===== config.mk =====
export PLATFORM = sky130hd
export DESIGN_NAME = key_debounce
export DESIGN_NICKNAME = d
export VERILOG_FILES = /design/src/rtl/key_debounce_pkg.sv /design/src/rtl/key_debounce_chan.sv /design/src/rtl/key_debounce.sv
export SDC_FILE = /design/constraint.sdc
export NUM_CORES = 1
export LEC_CHECK = 0
export BUFFER_PORTS_ARGS = -buffer_cell sky130_fd_sc_hd__buf_4
export CAP_MARGIN = 25
export CORE_MARGIN = 2
export CORE_UTILIZATION = 62
export DETAILED_ROUTE_END_ITERATION = 16
export PLACE_DENSITY = 0.8
export RECOVER_POWER = 50
export SYNTH_ARGS = -nofsm -noshare
export SYNTH_HDL_FRONTEND = slang
export SYNTH_SLANG_ARGS = --single-unit

===== constraint.sdc =====
create_clock -name CLOCK_50 -period 4.3 [get_ports CLOCK_50]
set_clock_uncertainty 0.15 [all_clocks]
set_input_delay 0.43 -clock CLOCK_50 [delete_from_list [all_inputs] [get_ports CLOCK_50]]
set_output_delay 0.43 -clock CLOCK_50 [all_outputs]
set_load 0.1 [all_outputs]

===== src/rtl/key_debounce_pkg.sv =====
// Shared types and 50 MHz default timing constants for the pushbutton debouncer.
package key_debounce_pkg;

    typedef enum logic [1:0] {
        IDLE         = 2'd0,
        PRESS_WAIT   = 2'd1,
        HELD         = 2'd2,
        RELEASE_WAIT = 2'd3
    } kd_state_t;

    localparam int DEF_DEBOUNCE_CYCLES = 1000000;   // 20 ms
    localparam int DEF_REPEAT_DELAY    = 25000000;  // 500 ms
    localparam int DEF_REPEAT_PERIOD   = 5000000;   // 100 ms

    // The encoding puts both "down" states in the upper half, so this reduces to one state flop.
    function automatic logic is_down(kd_state_t s);
        return (s == HELD) || (s == RELEASE_WAIT);
    endfunction

endpackage


===== src/rtl/key_debounce_chan.sv =====
// One key channel: 2-flop synchroniser, debounce FSM and registered press/release pulses.
// Optional auto-repeat of press pulses while held, enabled by KEY_AUTOREPEAT_EN.
module key_debounce_chan
    import key_debounce_pkg::*;
#(
    parameter int DEBOUNCE_CYCLES = DEF_DEBOUNCE_CYCLES,
    parameter int REPEAT_DELAY    = DEF_REPEAT_DELAY,
    parameter int REPEAT_PERIOD   = DEF_REPEAT_PERIOD
) (
    input  logic      clk,
    input  logic      rst_n,
    input  logic      key,
    output kd_state_t state,
    output logic      press_pulse,
    output logic      release_pulse
);

    localparam int CW = $clog2(DEBOUNCE_CYCLES) + 1;
    localparam logic [CW-1:0] CNT_LAST = CW'(DEBOUNCE_CYCLES - 1);

    if (DEBOUNCE_CYCLES < 2) begin : g_bad_debounce
        $error("key_debounce_chan: DEBOUNCE_CYCLES must be 2 or more");
    end
    if (REPEAT_DELAY < 1 || REPEAT_PERIOD < 1) begin : g_bad_repeat
        $error("key_debounce_chan: REPEAT_DELAY and REPEAT_PERIOD must be 1 or more");
    end

    // Flops hold the raw active-low level, so reset to 1 means released.
    logic [1:0]    sync_ff;
    logic          pressed;
    kd_state_t     state_q, state_d;
    logic [CW-1:0] cnt_q, cnt_d;
    logic          press_d, release_d, repeat_d;

    always_ff @(posedge clk or negedge rst_n) begin
        if (!rst_n) sync_ff <= 2'b11;
        else        sync_ff <= {sync_ff[0], key};
    end

    assign pressed = ~sync_ff[1];

    always_comb begin
        state_d   = state_q;
        cnt_d     = cnt_q;
        press_d   = 1'b0;
        release_d = 1'b0;
        case (state_q)
            IDLE: begin
                if (pressed) begin
                    state_d = PRESS_WAIT;
                    cnt_d   = '0;
                end
            end
            PRESS_WAIT: begin
                if (!pressed) begin
                    state_d = IDLE;
                end else if (cnt_q == CNT_LAST) begin
                    state_d = HELD;
                    press_d = 1'b1;
                end else begin
                    cnt_d = cnt_q + CW'(1);
                end
            end
            HELD: begin
                if (!pressed) begin
                    state_d = RELEASE_WAIT;
                    cnt_d   = '0;
                end
            end
            RELEASE_WAIT: begin
                if (pressed) begin
                    state_d = HELD;
                end else if (cnt_q == CNT_LAST) begin
                    state_d   = IDLE;
                    release_d = 1'b1;
                end else begin
                    cnt_d = cnt_q + CW'(1);
                end
            end
            default: state_d = IDLE;
        endcase
    end

`ifdef KEY_AUTOREPEAT_EN
    localparam int RMAX = (REPEAT_DELAY > REPEAT_PERIOD) ? REPEAT_DELAY : REPEAT_PERIOD;
    localparam int RW   = $clog2(RMAX) + 1;
    localparam logic [RW-1:0] REP_FIRST = RW'(REPEAT_DELAY - 1);
    localparam logic [RW-1:0] REP_WRAP  = RW'(REPEAT_DELAY + REPEAT_PERIOD - 1);
    localparam logic [RW-1:0] REP_BASE  = RW'(REPEAT_DELAY);

    logic [RW-1:0] rcnt_q, rcnt_d;

    // After the first repeat the counter folds back to REPEAT_DELAY, so it never wraps.
    always_comb begin
        rcnt_d   = '0;
        repeat_d = 1'b0;
        if (state_q == HELD && pressed) begin
            if (rcnt_q == REP_WRAP) begin
                rcnt_d   = REP_BASE;
                repeat_d = 1'b1;
            end else begin
                rcnt_d   = rcnt_q + RW'(1);
                repeat_d = (rcnt_q == REP_FIRST);
            end
        end
    end

    always_ff @(posedge clk or negedge rst_n) begin
        if (!rst_n) rcnt_q <= '0;
        else        rcnt_q <= rcnt_d;
    end
`else
    assign repeat_d = 1'b0;
`endif

    always_ff @(posedge clk or negedge rst_n) begin
        if (!rst_n) begin
            state_q       <= IDLE;
            cnt_q         <= '0;
            press_pulse   <= 1'b0;
            release_pulse <= 1'b0;
        end else begin
            state_q       <= state_d;
            cnt_q         <= cnt_d;
            press_pulse   <= press_d | repeat_d;
            release_pulse <= release_d;
        end
    end

    assign state = state_q;

endmodule


===== src/rtl/key_debounce.sv =====
// DE2 pushbutton conditioner: NUM_KEYS independent debounced channels on CLOCK_50.
// Define KEY_AUTOREPEAT_EN to add auto-repeat press pulses while a key is held.
module key_debounce
    import key_debounce_pkg::*;
#(
    parameter int NUM_KEYS        = 4,
    parameter int DEBOUNCE_CYCLES = DEF_DEBOUNCE_CYCLES,
    parameter int REPEAT_DELAY    = DEF_REPEAT_DELAY,
    parameter int REPEAT_PERIOD   = DEF_REPEAT_PERIOD
) (
    input  logic                CLOCK_50,
    input  logic                RESET_N,
    input  logic [NUM_KEYS-1:0] KEY,
    output logic [NUM_KEYS-1:0] key_down,
    output logic [NUM_KEYS-1:0] key_press,
    output logic [NUM_KEYS-1:0] key_release
);

    kd_state_t chan_state [NUM_KEYS];

    for (genvar i = 0; i < NUM_KEYS; i++) begin : g_chan
        key_debounce_chan #(
            .DEBOUNCE_CYCLES (DEBOUNCE_CYCLES),
            .REPEAT_DELAY    (REPEAT_DELAY),
            .REPEAT_PERIOD   (REPEAT_PERIOD)
        ) u_chan (
            .clk           (CLOCK_50),
            .rst_n         (RESET_N),
            .key           (KEY[i]),
            .state         (chan_state[i]),
            .press_pulse   (key_press[i]),
            .release_pulse (key_release[i])
        );

        assign key_down[i] = is_down(chan_state[i]);
    end

endmodule


# Word-level counts from Yosys, hierarchy flattened
# Index checks and enable logic that the tools add are counted.
classes:
  addsub: 4
  multipliers: 0
  div_mod_pow: 0
  magnitude_cmp: 0
  n_eq_ne: 40
  shift: 0
  muxes: 72
  bitwise: 0
  reduce_logical: 16
op_table:
  columns: ["operator", "n"]
  rows:
  - ["$mux 21", 20]
  - ["$pmux 21 s4", 4]
  - ["$add 21x1->21 const B", 4]
  - ["$eq 21x20->1 const B", 4]
  - ["$mux 2", 24]
  - ["$pmux 2 s4", 4]
  - ["$reduce_and 4->1", 8]
  - ["$mux 1", 20]
  - ["$eq 2x2->1 const B", 8]
  - ["$ne 2x1->1 const B", 8]
  - ["$ne 2x2->1 const B", 8]
  - ["$ne 3x1->1 const B", 4]
  - ["$ne 3x3->1 const B", 4]
  - ["$eq 2x1->1 const B", 4]
  - ["$logic_not 2->1", 4]
  - ["$logic_or 1x1->1", 4]
totals:
  register_bits: 108
  latch_bits: 0
  ram_bits: 0
  rom_bits: 0
  in_bits: 6
  word_cells: 152
  memories: 0

# Longest topological paths before layout
# Gate-level depths: netlist of the first run.
logic_depth:
  depth_word: 4
  ltp_mapped: 7
  depth_no_buf: 6

# By module
# Synthesis of the first run repeated with hierarchy kept, for this count alone.
hier_totals:
  hier_cells: 606
  hier_area_um2: 5821.8
modules_own_cells:
  columns: ["mod", "n_inst", "cells_per_inst", "area_per_inst_um2", "seq_area_each_um2"]
  rows:
  - ["key_debounce_chan at g_chan[0].u_chan ...", 3, 151, 1440.1, 678.2]
  - ["key_debounce_chan at g_chan[3].u_chan", 1, 149, 1486.4, 678.2]
  - ["key_debounce", 1, 4, 15.0, 0.0]

# Worst setup path before layout of the first run
# No wires, ideal clock.
synth_timing:
  path_kind: "flip-flop to flip-flop"
  start: "register g_chan[2].u_chan.cnt_q[0]"
  end: "register g_chan[2].u_chan.cnt_q[18]"
  setup_ns: 0.121
  arrival_time_ns: 1.847
  required_ns: 4.029
  path_slack_ns: 2.182
  stages_incl_launch_ff: 7
  n_path_buf: 0
  synth_period_minus_slack_ns: 2.118
  cell_sequence: "dfrtp_1 -> ha_1 -> nand2_1 -> or3_1 -> nor3_1 -> mux2_2 -> a22o_1"
synth_between:
  elab_chain_len: 4
  elab_cells_between_ends: 6
  classes_between: "add/sub (1); eq/ne (1); mux (4)"
synth_rtl:
  columns: ["element", "line", "rtl"]
  rows:
  - ["start: declaration", "key_debounce_chan.sv:32", "logic [CW-1:0] cnt_q, cnt_d;"]
  - ["start signal: assignment", "key_debounce_chan.sv:124", "cnt_q <= cnt_d;"]
  - ["$add 21x1->21 or $eq 21x20->1 (tied branches)", null, null]
  - ["$mux 21 *", "key_debounce_chan.sv:57, key_debounce_chan.sv:73", null]
  - ["$mux 21, on equally long branches", "key_debounce_chan.sv:71, key_debounce_chan.sv:55", null]
  - ["$pmux 21 s4 *", "key_debounce_chan.sv:47", "case (state_q)"]
# Every way passes the cells marked *; elsewhere a longest branch is shown, timed or not. The select of a mux whose other input is x is not followed.
# A chain may end at the register's enable or synchronous reset.

# Worst setup path after layout of the first run
layout_timing:
  start: "register g_chan[1].u_chan.sync_ff[1]"
  end: "register g_chan[1].u_chan.cnt_q[14]"
layout_between:
  elab_chain_len: 2
  elab_cells_between_ends: 5
  classes_between: "eq/ne (4); reduce/logical (1)"
layout_rtl:
  columns: ["element", "line", "rtl"]
  rows:
  - ["start: declaration", "key_debounce_chan.sv:29", "logic [1:0] sync_ff;"]
  - ["start signal: assignment", "key_debounce_chan.sv:37", "else sync_ff <= {sync_ff[0], key};"]
  - ["$ne 2x2->1 (no source line) or $ne 2x1->1 (tied branches)", null, null]
  - ["$reduce_and 4->1 (no source line) *", null, null]
  - ["end signal: assignment", "key_debounce_chan.sv:124", null]
  - ["end: declaration", "key_debounce_chan.sv:32", null]
# Every way passes the cells marked *; elsewhere a longest branch is shown, timed or not.

==> results_dict.tcl, run 1 <==
set metrics [dict create \
    ant_nets 0 \
    dpl.hpwl_um 7400 \
    vias_per_cell 6.22 \
    antenna_found_initial 0 \
    drv_cap 1 \
    synth_area_per_cell_um2 9.36 \
    cts_inserted_buffers 9 \
    post-synth-top-count-cell "dfrtp_1" \
    drc 0 \
    yosys.area.top_type_share 0.441 \
    yosysWarnings 0 \
    finalSetupViolCount 0 \
    critPathRequiredTime_ps 4470 \
    cts_resized 0 \
    drv_slew 32 \
    gr-total-overflow 0 \
    path_clk_slew_ps 110 \
    firstDrtPassIters 4 \
    syn_to_final_growth_pct 6.91 \
    synth-async-reset-ratio 1.00 \
    p_leak_uw 0.00257 \
    cp-end-kind "flip-flop" \
    first_iter_violations 248 \
    dieArea_um2 9930 \
    tightestPinTransition_ps 1740 \
    fmaxAchievable_mhz 376 \
    antenna_cells 0 \
    ys_ff_latch 108 \
    grt_start_max_net_pins 82 \
    vias 4489 \
    die_x_um 99.6 \
    start_kind "flip-flop" \
    cts.sinks 108 \
    wirelength_um 11200 \
    grt_pass1_wl_um 19200 \
    relSlewSlack -0.163 \
    layout_min_cycle_time_ps 2660 \
    min_period_over_period 0.618 \
    p_per_area_nw_per_um2 302 \
    fill_cells 674 \
    critical_path_class "flip-flop to flip-flop" \
    core_area_um2 8810 \
    finalHoldViolCount 0 \
    clockBufferDepth 2 \
    drive_above_1_share 0.0879 \
    synthCells 606 \
    synth_nets 616 \
    grt.total_usage 0.239 \
    synth_common_cells "dfrtp_1, nor2_1, nand2_1" \
    rsz0062_at_grt "no" \
    synth_ff_type "dfrtp_1" \
    fin_setup_tns_ps 0 \
    gp_congestion 0.850 \
    initial_utilization 0.644 \
    multi_input_area_um2 2770 \
    pin_count 18 \
    clock_latency_ps 380 \
    die_y_um 99.6 \
    seq_area_frac_synth 0.478 \
    violations "capacitance limit, slew limit" \
    fin_nets 619 \
    synth_edf_count 0 \
    tritoncts "yes" \
    clockRootBuffer "clkbuf_8" \
    final_util 0.688 \
    htree_levels 3 \
    yosys-top-cells-area "dfrtp_1, nor2_1, xor2_1, nand2_1, dfstp_2" \
    yosys.area.top_type "dfrtp_1" \
    io_buffer_count 17 \
    status "finished with violations" \
    synth_area_um2 5670 \
    ir_drop_v 0.000166 \
    cp_max_fo 17 \
    hold_class "flip-flop to flip-flop" \
    synth_cell_types 56 \
    post_cts_buffers 0 \
    rows 34 \
    power_uw 1830 \
    cp_data_arrival_time_ps 2830 \
    post_drt_wl_per_cell_um 15.5 \
    grt_pass1_vias 4338 \
    seqCellArea_um2 2710 \
]
==> path summary, 6_finish.rpt <==
kind                                             startpoint                          end  slack (ps)  depth (start not counted)
worst max-delay path            g_chan[1].u_chan.sync_ff[1]   g_chan[1].u_chan.cnt_q[14]        1640                          4
worst min-delay path            g_chan[2].u_chan.sync_ff[0]  g_chan[2].u_chan.sync_ff[1]         210                          0
worst max register to register  g_chan[1].u_chan.sync_ff[1]   g_chan[1].u_chan.cnt_q[14]        1640                          4
worst min register to register  g_chan[2].u_chan.sync_ff[0]  g_chan[2].u_chan.sync_ff[1]         210                          0
max in group asynchronous                           RESET_N  g_chan[0].u_chan.sync_ff[1]        1680                          4
min in group asynchronous                           RESET_N    g_chan[1].u_chan.state[0]         900                          2
==> per-layer routing <==
layer,global-route usage,up-vias,share of wire
li1,-,2181,-
met1,0.313,2181,0.45
met2,0.398,112,0.49
met3,0.0541,15,0.044
met4,0.0748,0,0.014
met5,0,-,0
==> state kept, by name (all words and copies together), names as in the netlist, named ones only <==
register and flops:
g_chan.u_chan.sync_ff 8, g_chan.u_chan.cnt_q 84, g_chan.u_chan.release_pulse 4, g_chan.u_chan.press_pulse 4, g_chan.u_chan.state 4
==> layout make-up <==
type	instances	area share
clock buffers	12	0.0256
well taps	108	0.0223
flip-flops and latches	108	0.447
repair buffers	26	0.0314
multi-input cells	452	0.457
inverters	12	0.00743
clock inverters	4	0.00929
==> critical path, stage by stage, from the launching register on <==
cell and delay, ps:
dfstp_2 590, xor2_1 700, nor2_1 470, or4_1 610, nand2_1 80
==> what timing repair did <==
item / 4_1_cts / 5_1_grt
endpoints found under the setup margin: 0 / 0
hold buffers: 4 / 1
endpoints found under the hold margin: 4 / 28
==> metrics by stage <==
stage | hold slack (ps) | instance area (µm²) | worst slack [ps] | instances
after floorplan | -15.6 | 5670 | 2180 | 606
after global placement | 197 | 5810 | 1760 | 700
after detailed placement | 199 | 5810 | 1650 | 700
after CTS | 95.5 | 6060 | 1650 | 720
after global routing | 216 | 6060 | 1330 | 722
final | 213 | 6060 | 1640 | 722
==> cells in the final DEF (no fill, tap or decap), types with 18 or more instances in the layout <==
| cell | n |
|---|---|
| a21oi_1 | 20 |
| nand4_1 | 29 |
| nand2_1 | 60 |
| xor2_1 | 26 |
| a22o_1 | 18 |
| nor2_1 | 78 |
| o21ai_0 | 29 |
| nand3_1 | 35 |
| nor3_1 | 19 |
| dfrtp_1 | 100 |
==> cell families (layout without fill, tap and decap cells) <==
family | after synthesis | count (layout) | share of synthesized area
simple gates | 293 | 293 | 0.269
compound gates | 98 | 98 | 0.113
fa+ha+maj | 4 | 4 | 0.00883
buf+inv | 46 | 54 | 0.0362
mux | 20 | 20 | 0.0377
xor+xnor | 37 | 37 | 0.0572
flops | 108 | 108 | 0.478
==> report_power, final <==
group / switching (µW) / total (µW) / internal, µW
logic: 64.7 / 102 / 37.1
registers: 33.8 / 1070 / 1040
clock network: 348 / 655 / 306
total: 447 / 1830 / 1380
No activity file was read; power rests on OpenSTA's default activity.
==> run 2: changes to the inputs <==
--- a/config.mk
+++ b/config.mk
@@ -5,12 +5,13 @@
 export SDC_FILE = /design/constraint.sdc
 export NUM_CORES = 1
 export LEC_CHECK = 0
+export ABC_AREA = 1
 export BUFFER_PORTS_ARGS = -buffer_cell sky130_fd_sc_hd__buf_4
 export CAP_MARGIN = 25
 export CORE_MARGIN = 2
 export CORE_UTILIZATION = 62
 export DETAILED_ROUTE_END_ITERATION = 16
-export PLACE_DENSITY = 0.8
+export PLACE_DENSITY = 0.79
 export RECOVER_POWER = 50
 export SYNTH_ARGS = -nofsm -noshare
 export SYNTH_HDL_FRONTEND = slang
==> constraint.sdc (replaced) <==
create_clock -name CLOCK_50 -period 2.5 [get_ports CLOCK_50]
set_clock_uncertainty 0.15 [all_clocks]
set_input_delay 0.25 -clock CLOCK_50 [delete_from_list [all_inputs] [get_ports CLOCK_50]]
set_output_delay 0.25 -clock CLOCK_50 [all_outputs]
set_load 0.1 [all_outputs]
==> run 2 against run 1 <==
  * The run now ends clean
  * Register-to-register slack lost 1400 ps
  * Power grew 71%
  * Sequential cell count is the same
  * Utilization shrank 1.2 points
  * Combinational power grew 89%
  * Cell area grew 15%
  * Clock power grew 69%
  * Area after synthesis grew 17%
  * Routed wire length grew 24%
  * Synthesized cell count grew 57%
  * Sequential power grew 70%
  * Largest cell class unchanged
  * Highest routed layer unchanged
==> results_dict.tcl, run 2 <==
set metrics [dict create \
    slowest_delay_ps 470 \
    dpl.hpwl_um 10000 \
    hold_class "flip-flop to flip-flop" \
    yosys.area.top_type_share 0.378 \
    drc 0 \
    cp_slowest_cell "dfrtp_1" \
    syn_to_final_growth_pct 5.50 \
    drv_cap 0 \
    finalSetupViolCount 0 \
    hold_buffers 5 \
    grt_pass1_wl_um 24500 \
    hp-start "g_chan[0].u_chan.sync_ff[0]" \
    most-common-layout-cells "nand2_1, nor2_1, dfrtp_1" \
    cp_data_arrival_time_ps 2350 \
    tightestPinTransition_ps 1080 \
    drive_above_1_share 0.0788 \
    crit_buf_inv 1 \
    htree_levels 3 \
    post_cts_buffers 0 \
    final_util 0.676 \
    dieArea_um2 11500 \
    wl_met2_um 6450 \
    multi_input_area_um2 3380 \
    path_clk_slew_ps 100 \
    regMostFlops "g_chan.u_chan.cnt_q" \
    first_iter_violations 390 \
    io_buffer_count 17 \
    cts.sinks 108 \
    synth_edf_count 0 \
    grt_pass1_vias 5501 \
    initial_utilization 0.641 \
    wirelength_um 13900 \
    cp_max_fo 21 \
    reg.largest.list "g_chan.u_chan.cnt_q (84), g_chan.u_chan.sync_ff (8)" \
    critPathRequiredTime_ps 2630 \
    largest_reg_flops 84 \
    fin_nets 970 \
    grt.total_usage 0.263 \
    rsz0062_at_grt "no" \
    ant_nets 0 \
    seqCellArea_um2 2710 \
    grt_start_max_net_pins 45 \
    relSlewSlack 0.278 \
    worst_r2r_endpoint "g_chan[1].u_chan.cnt_q[0]" \
    synth_common_cells "nand2_1, nor2_1, dfrtp_1" \
    synth_nets 964 \
    cp-end-kind "flip-flop" \
    rows 37 \
    synthCells 954 \
    synth_ff_type "dfrtp_1" \
    final_common_cell "nand2_1" \
    yosys.area.top_type "dfrtp_1" \
    fill_cells 912 \
    p_leak_uw 0.00311 \
    post-synth-top-count-cell "nand2_1" \
    synth_area_per_cell_um2 6.93 \
    die_y_um 107 \
    pin_count 18 \
    start_kind "flip-flop" \
    gp_congestion 0.921 \
    met3_length_um 643 \
    synth_cell_types 31 \
    r2r_setup_slack_ps 280 \
    clock_latency_ps 390 \
    post_drt_wl_per_cell_um 12.6 \
    finalHoldViolCount 0 \
    min_period_over_period 0.886 \
    critical_path_class "flip-flop to flip-flop" \
    min_path_cells 0 \
    seq_area_frac_synth 0.410 \
    clockBufferDepth 2 \
    synth-async-reset-ratio 1.00 \
    layout_min_cycle_time_ps 2220 \
    fin_setup_tns_ps 0 \
    gr-total-overflow 0 \
    cp_common_cell "nand3_2" \
    status "completed" \
    firstDrtPassIters 5 \
    clockRootBuffer "clkbuf_8" \
    fmaxAchievable_mhz 451 \
    regToRegStartpoint "g_chan[1].u_chan.cnt_q[0]" \
    wl_met1_um 6600 \
    tritoncts "yes" \
    cts_resized 0 \
    routed.top_layer "met4" \
    synth_area_um2 6620 \
    ir_drop_v 0.000548 \
    yosys-top-cells-area "dfrtp_1, nand2_1, nor2_1, nand3_1, o21ai_0" \
    cts_inserted_buffers 9 \
    drv_slew 0 \
    antenna_found_initial 0 \
    crit_family "simple AND/OR/NAND/NOR gates" \
    holdPathEnd "g_chan[0].u_chan.sync_ff[1]" \
    crit_chain "ha_1 -> nand3_2 -> nor2_1 -> nand3_2 -> nand2_2 -> inv_2 -> nand3_1 -> o21ai_2" \
    ys_ff_latch 108 \
    vias 5890 \
    reg2reg_depth 8 \
    yosysWarnings 0 \
    p_per_area_nw_per_um2 448 \
    vias_per_cell 5.35 \
    antenna_cells 0 \
    die_x_um 107 \
    core_area_um2 10300 \
]
run 2: cell count changes after synthesis, moves of 14 or more:
cell and change:
clkbuf_1 -19, nand2_1 +285, nor3_1 -14, a22o_1 -18
buf_4 +16, inv_1 +50, a21oi_1 -18, o21ai_0 +20
nand3_1 +40, nor2_1 +67
run 2: report_power, final:
group          internal (µW)  total (µW)  switching [µW]
sequential              1780        1820            40.9
combinational           54.3         193             138
clock                    501        1110             612
run 2: per-layer routing:
metal / vias to the layer above / track usage
met5: - / 0
met2: 135 / 0.428
met1: 2690 / 0.358
met4: 0 / 0.0686
met3: 19 / 0.0569
li1: 3046 / -
run 2: cell families after synthesis:
logic type,Yosys count,share of synthesized area
AO/OA/AOI/OAI,73,0.0613
XOR/XNOR,24,0.0318
adder cells (fa/ha/maj),4,0.00757
buffers and inverters,107,0.0794
flip-flops,108,0.410
AND/OR/NAND/NOR,638,0.410
run 2: through the flow:
stage	cell area (µm²)	setup slack, ps	instances	power, µW	hold WS [ps]
floorplan	6620	786	954	1980	-196
global placement	6740	425	1080	2040	119
finish	6980	284	1101	3130	213
global route	6980	65.8	1101	3270	217
CTS	6990	268	1101	3180	214
detailed placement	6740	287	1080	2050	128
run 2: layout make-up:
class / instances / share of cell area
clock inverters: 4 / 0.00807
inverters: 70 / 0.0376
well taps: 136 / 0.0244
clock buffers: 12 / 0.0208
multi-input cells: 739 / 0.484
flip-flops and latches: 108 / 0.389
repair buffers: 32 / 0.0366
run 2: worst max-delay path by stage:
stage                                 endpoint                      start  cells after the start  slack [ps]
finish               g_chan[1].u_chan.cnt_q[0]  g_chan[1].u_chan.cnt_q[0]                      8         280
global route        g_chan[1].u_chan.cnt_q[10]  g_chan[1].u_chan.cnt_q[0]                      8          70
floorplan           g_chan[1].u_chan.cnt_q[17]  g_chan[1].u_chan.cnt_q[0]                      9         790
CTS                  g_chan[1].u_chan.cnt_q[0]  g_chan[1].u_chan.cnt_q[0]                      8         270
detailed placement   g_chan[1].u_chan.cnt_q[0]  g_chan[1].u_chan.cnt_q[0]                      8         290
global placement     g_chan[2].u_chan.cnt_q[0]  g_chan[2].u_chan.cnt_q[0]                      8         430
run 2: worst register-to-register path, cell delays in order (launching register included):
cell and delay [ps]:
dfrtp_1 470, ha_1 320, nand3_2 170, nor2_1 180, nand3_2 120, nand2_2 290
inv_2 200, nand3_1 150, o21ai_2 70
==> run 3: changes to the inputs <==
--- a/config.mk
+++ b/config.mk
@@ -11,7 +11,7 @@
 export CORE_MARGIN = 2
 export CORE_UTILIZATION = 62
 export DETAILED_ROUTE_END_ITERATION = 16
-export PLACE_DENSITY = 0.79
+export PLACE_DENSITY = 0.9
 export RECOVER_POWER = 50
 export SYNTH_ARGS = -nofsm -noshare
 export SYNTH_HDL_FRONTEND = slang
==> run 3 against run 2 <==
  * Register-to-register slack gained 80 ps
  * Maximum frequency grew 3.7%
  * Combinational power is essentially flat
  * Power shrank 2.8%
  * Sequential power is essentially flat
  * Critical path depth is the same
  * Final cell count grew 0.18%
  * Non-clock buffer count grew 2
  * Cell area is essentially flat
  * Die area is the same
  * Via count grew 2.2%
  * Critical endpoint is now g_chan[3].u_chan.cnt_q[2]
  * First-iteration DRC count grew 19%
==> results_dict.tcl, run 3 (same netlist as run 2, synthesis figures left out) <==
set metrics [dict create \
    finalHoldViolCount 0 \
    cellInternalPower_uw 2220 \
    syn_to_final_growth_pct 5.60 \
    crit_chain "ha_1 -> nand3_2 -> nor2_1 -> nand3_2 -> nand2_2 -> buf_4 -> nand2_1 -> o21ai_0" \
    tightestPinTransition_ps 1000 \
    largest_reg_flops 84 \
    grt_pass1_vias 5661 \
    ir_drop_v 0.000348 \
    min_period_over_period 0.855 \
    p_per_area_nw_per_um2 436 \
    finalSetupViolCount 0 \
    cts.sinks 108 \
    relSlewSlack 0.332 \
    vias_per_cell 5.46 \
    switching_share 0.272 \
    dieArea_um2 11500 \
    worst_r2r_endpoint "g_chan[3].u_chan.cnt_q[2]" \
    finalWorstSetupSlack_ps 363 \
    reg2reg_depth 8 \
    drc 0 \
    status "completed" \
    r2r_setup_slack_ps 360 \
    fin_nets 972 \
    power_frac_comb 0.064 \
    path_clk_slew_ps 110 \
    clockRootBuffer "clkbuf_8" \
    drive_above_1_share 0.0807 \
    layout_min_cycle_time_ps 2140 \
    regMostFlops "g_chan.u_chan.cnt_q" \
    most-common-layout-cells "nand2_1, nor2_1, dfrtp_1" \
    slowest_delay_ps 440 \
    seqPwrFrac 0.599 \
    gr-total-overflow 0 \
    antenna_found_initial 0 \
    finalNonFillerCells 1103 \
    dpl.hpwl_um 10300 \
    post_drt_wl_per_cell_um 13.0 \
    firstDrtPassIters 5 \
    cts_resized 0 \
    power_switching_uw 826 \
    pin_count 18 \
    core_area_um2 10300 \
    cp_common_cell "nand3_2" \
    drv_slew 0 \
    fmaxAchievable_mhz 468 \
    post_cts_buffers 0 \
    die_y_um 107 \
    cp-end-kind "flip-flop" \
    gp_congestion 0.970 \
    cp_slowest_cell "dfrtp_1" \
    regToRegStartpoint "g_chan[3].u_chan.cnt_q[0]" \
    tritoncts "yes" \
    grt_start_max_net_pins 43 \
    cts_inserted_buffers 9 \
    p_clk_frac 0.336 \
    htree_levels 3 \
    cp_max_fo 21 \
    place_ws_ps 391 \
    rows 37 \
    crit_start "g_chan[3].u_chan.cnt_q[0]" \
    antenna_cells 0 \
    p_leak_uw 0.00310 \
    critPathRequiredTime_ps 2670 \
    cp_data_arrival_time_ps 2310 \
    vias 6019 \
    first_iter_violations 466 \
    die_x_um 107 \
    final_util 0.677 \
    cp-endpoint "g_chan[3].u_chan.cnt_q[2]" \
    grt_pass1_wl_um 25300 \
    io_buffer_count 17 \
    drv_cap 0 \
    rsz0062_at_grt "no" \
    initial_utilization 0.641 \
    start_kind "flip-flop" \
    critical_path_class "flip-flop to flip-flop" \
    grt.total_usage 0.270 \
    final_common_cell "nand2_1" \
    clockBufferDepth 2 \
    reg.largest.list "g_chan.u_chan.cnt_q (84), g_chan.u_chan.sync_ff (8)" \
    dp_cells 1082 \
    hold_class "flip-flop to flip-flop" \
    wirelength_um 14300 \
    fin_setup_tns_ps 0 \
    clock_latency_ps 400 \
    ant_nets 0 \
]
[run 3: changes by cell type in the layout (fill, tap and decap cells not counted), sizes merged]
| cell | previous run | this run |
|---|---|---|
| buf | 20 | 22 |
| bufinv | 1 | 0 |
| clkbuf | 19 | 16 |
| clkinv | 1 | 4 |
| clkinvlp | 0 | 1 |
[run 3: final cells by class]
cell class	instances	area, µm²
Tap cell	136	170
Fill cell	869	3340
Clock inverter	7	60.1
Clock buffer	9	124
Timing Repair Buffer	34	279
Sequential cell	108	2710
Multi-Input combinational cell	739	3380
Inverter	70	263
[run 3: power by group through the flow]
stage,registers (µW),clock network [µW],logic (µW)
after floorplan,1850,0,131
after global placement,1860,0,190
after detailed placement,1860,0,194
after CTS,1820,1050,202
after global routing,1830,1100,223
final,1820,1020,196
[run 3: layer usage]
metal  up-vias  GRT usage  wire (µm)
li1       3036          -          -
met2       157      0.441       6770
met3        15     0.0478        679
met4         0     0.0900        175
met1      2811      0.364       6660
met5         -          0          0
[run 3: metrics by stage]
step	cell area, µm²	hold slack, ps	total power (µW)
after floorplan	6620	-196	1980
after global placement	6770	74.5	2040
after detailed placement	6770	80.3	2050
after CTS	7000	188	3070
after global routing	6990	217	3150
final	6990	212	3040
[run 3: repair_timing]
action / 4_1_cts / 5_1_grt
hold endpoints to repair: 35 / 0
hold buffers: 5 / 0
setup endpoints to repair: 0 / 0
[run 3: how the worst min path moves through the flow]
stage               slack [ps]                          end  depth (start not counted)                        start
finish                     210  g_chan[3].u_chan.sync_ff[1]                          0  g_chan[3].u_chan.sync_ff[0]
global route               220  g_chan[3].u_chan.sync_ff[1]                          0  g_chan[3].u_chan.sync_ff[0]
CTS                        190   g_chan[0].u_chan.cnt_q[15]                          2                      RESET_N
detailed placement          80   g_chan[0].u_chan.cnt_q[15]                          1                      RESET_N
global placement            70   g_chan[0].u_chan.cnt_q[15]                          1                      RESET_N
floorplan                 -200   asynchronous set/reset pin                          0                      RESET_N
[run 3: worst max-delay path, delay by kind of cell, from the launching register on]
family | cells | cell delay, ps
flops | 1 | 440
buf+inv | 1 | 250
compound gates | 1 | 80
fa+ha+maj | 1 | 330
simple gates | 5 | 810
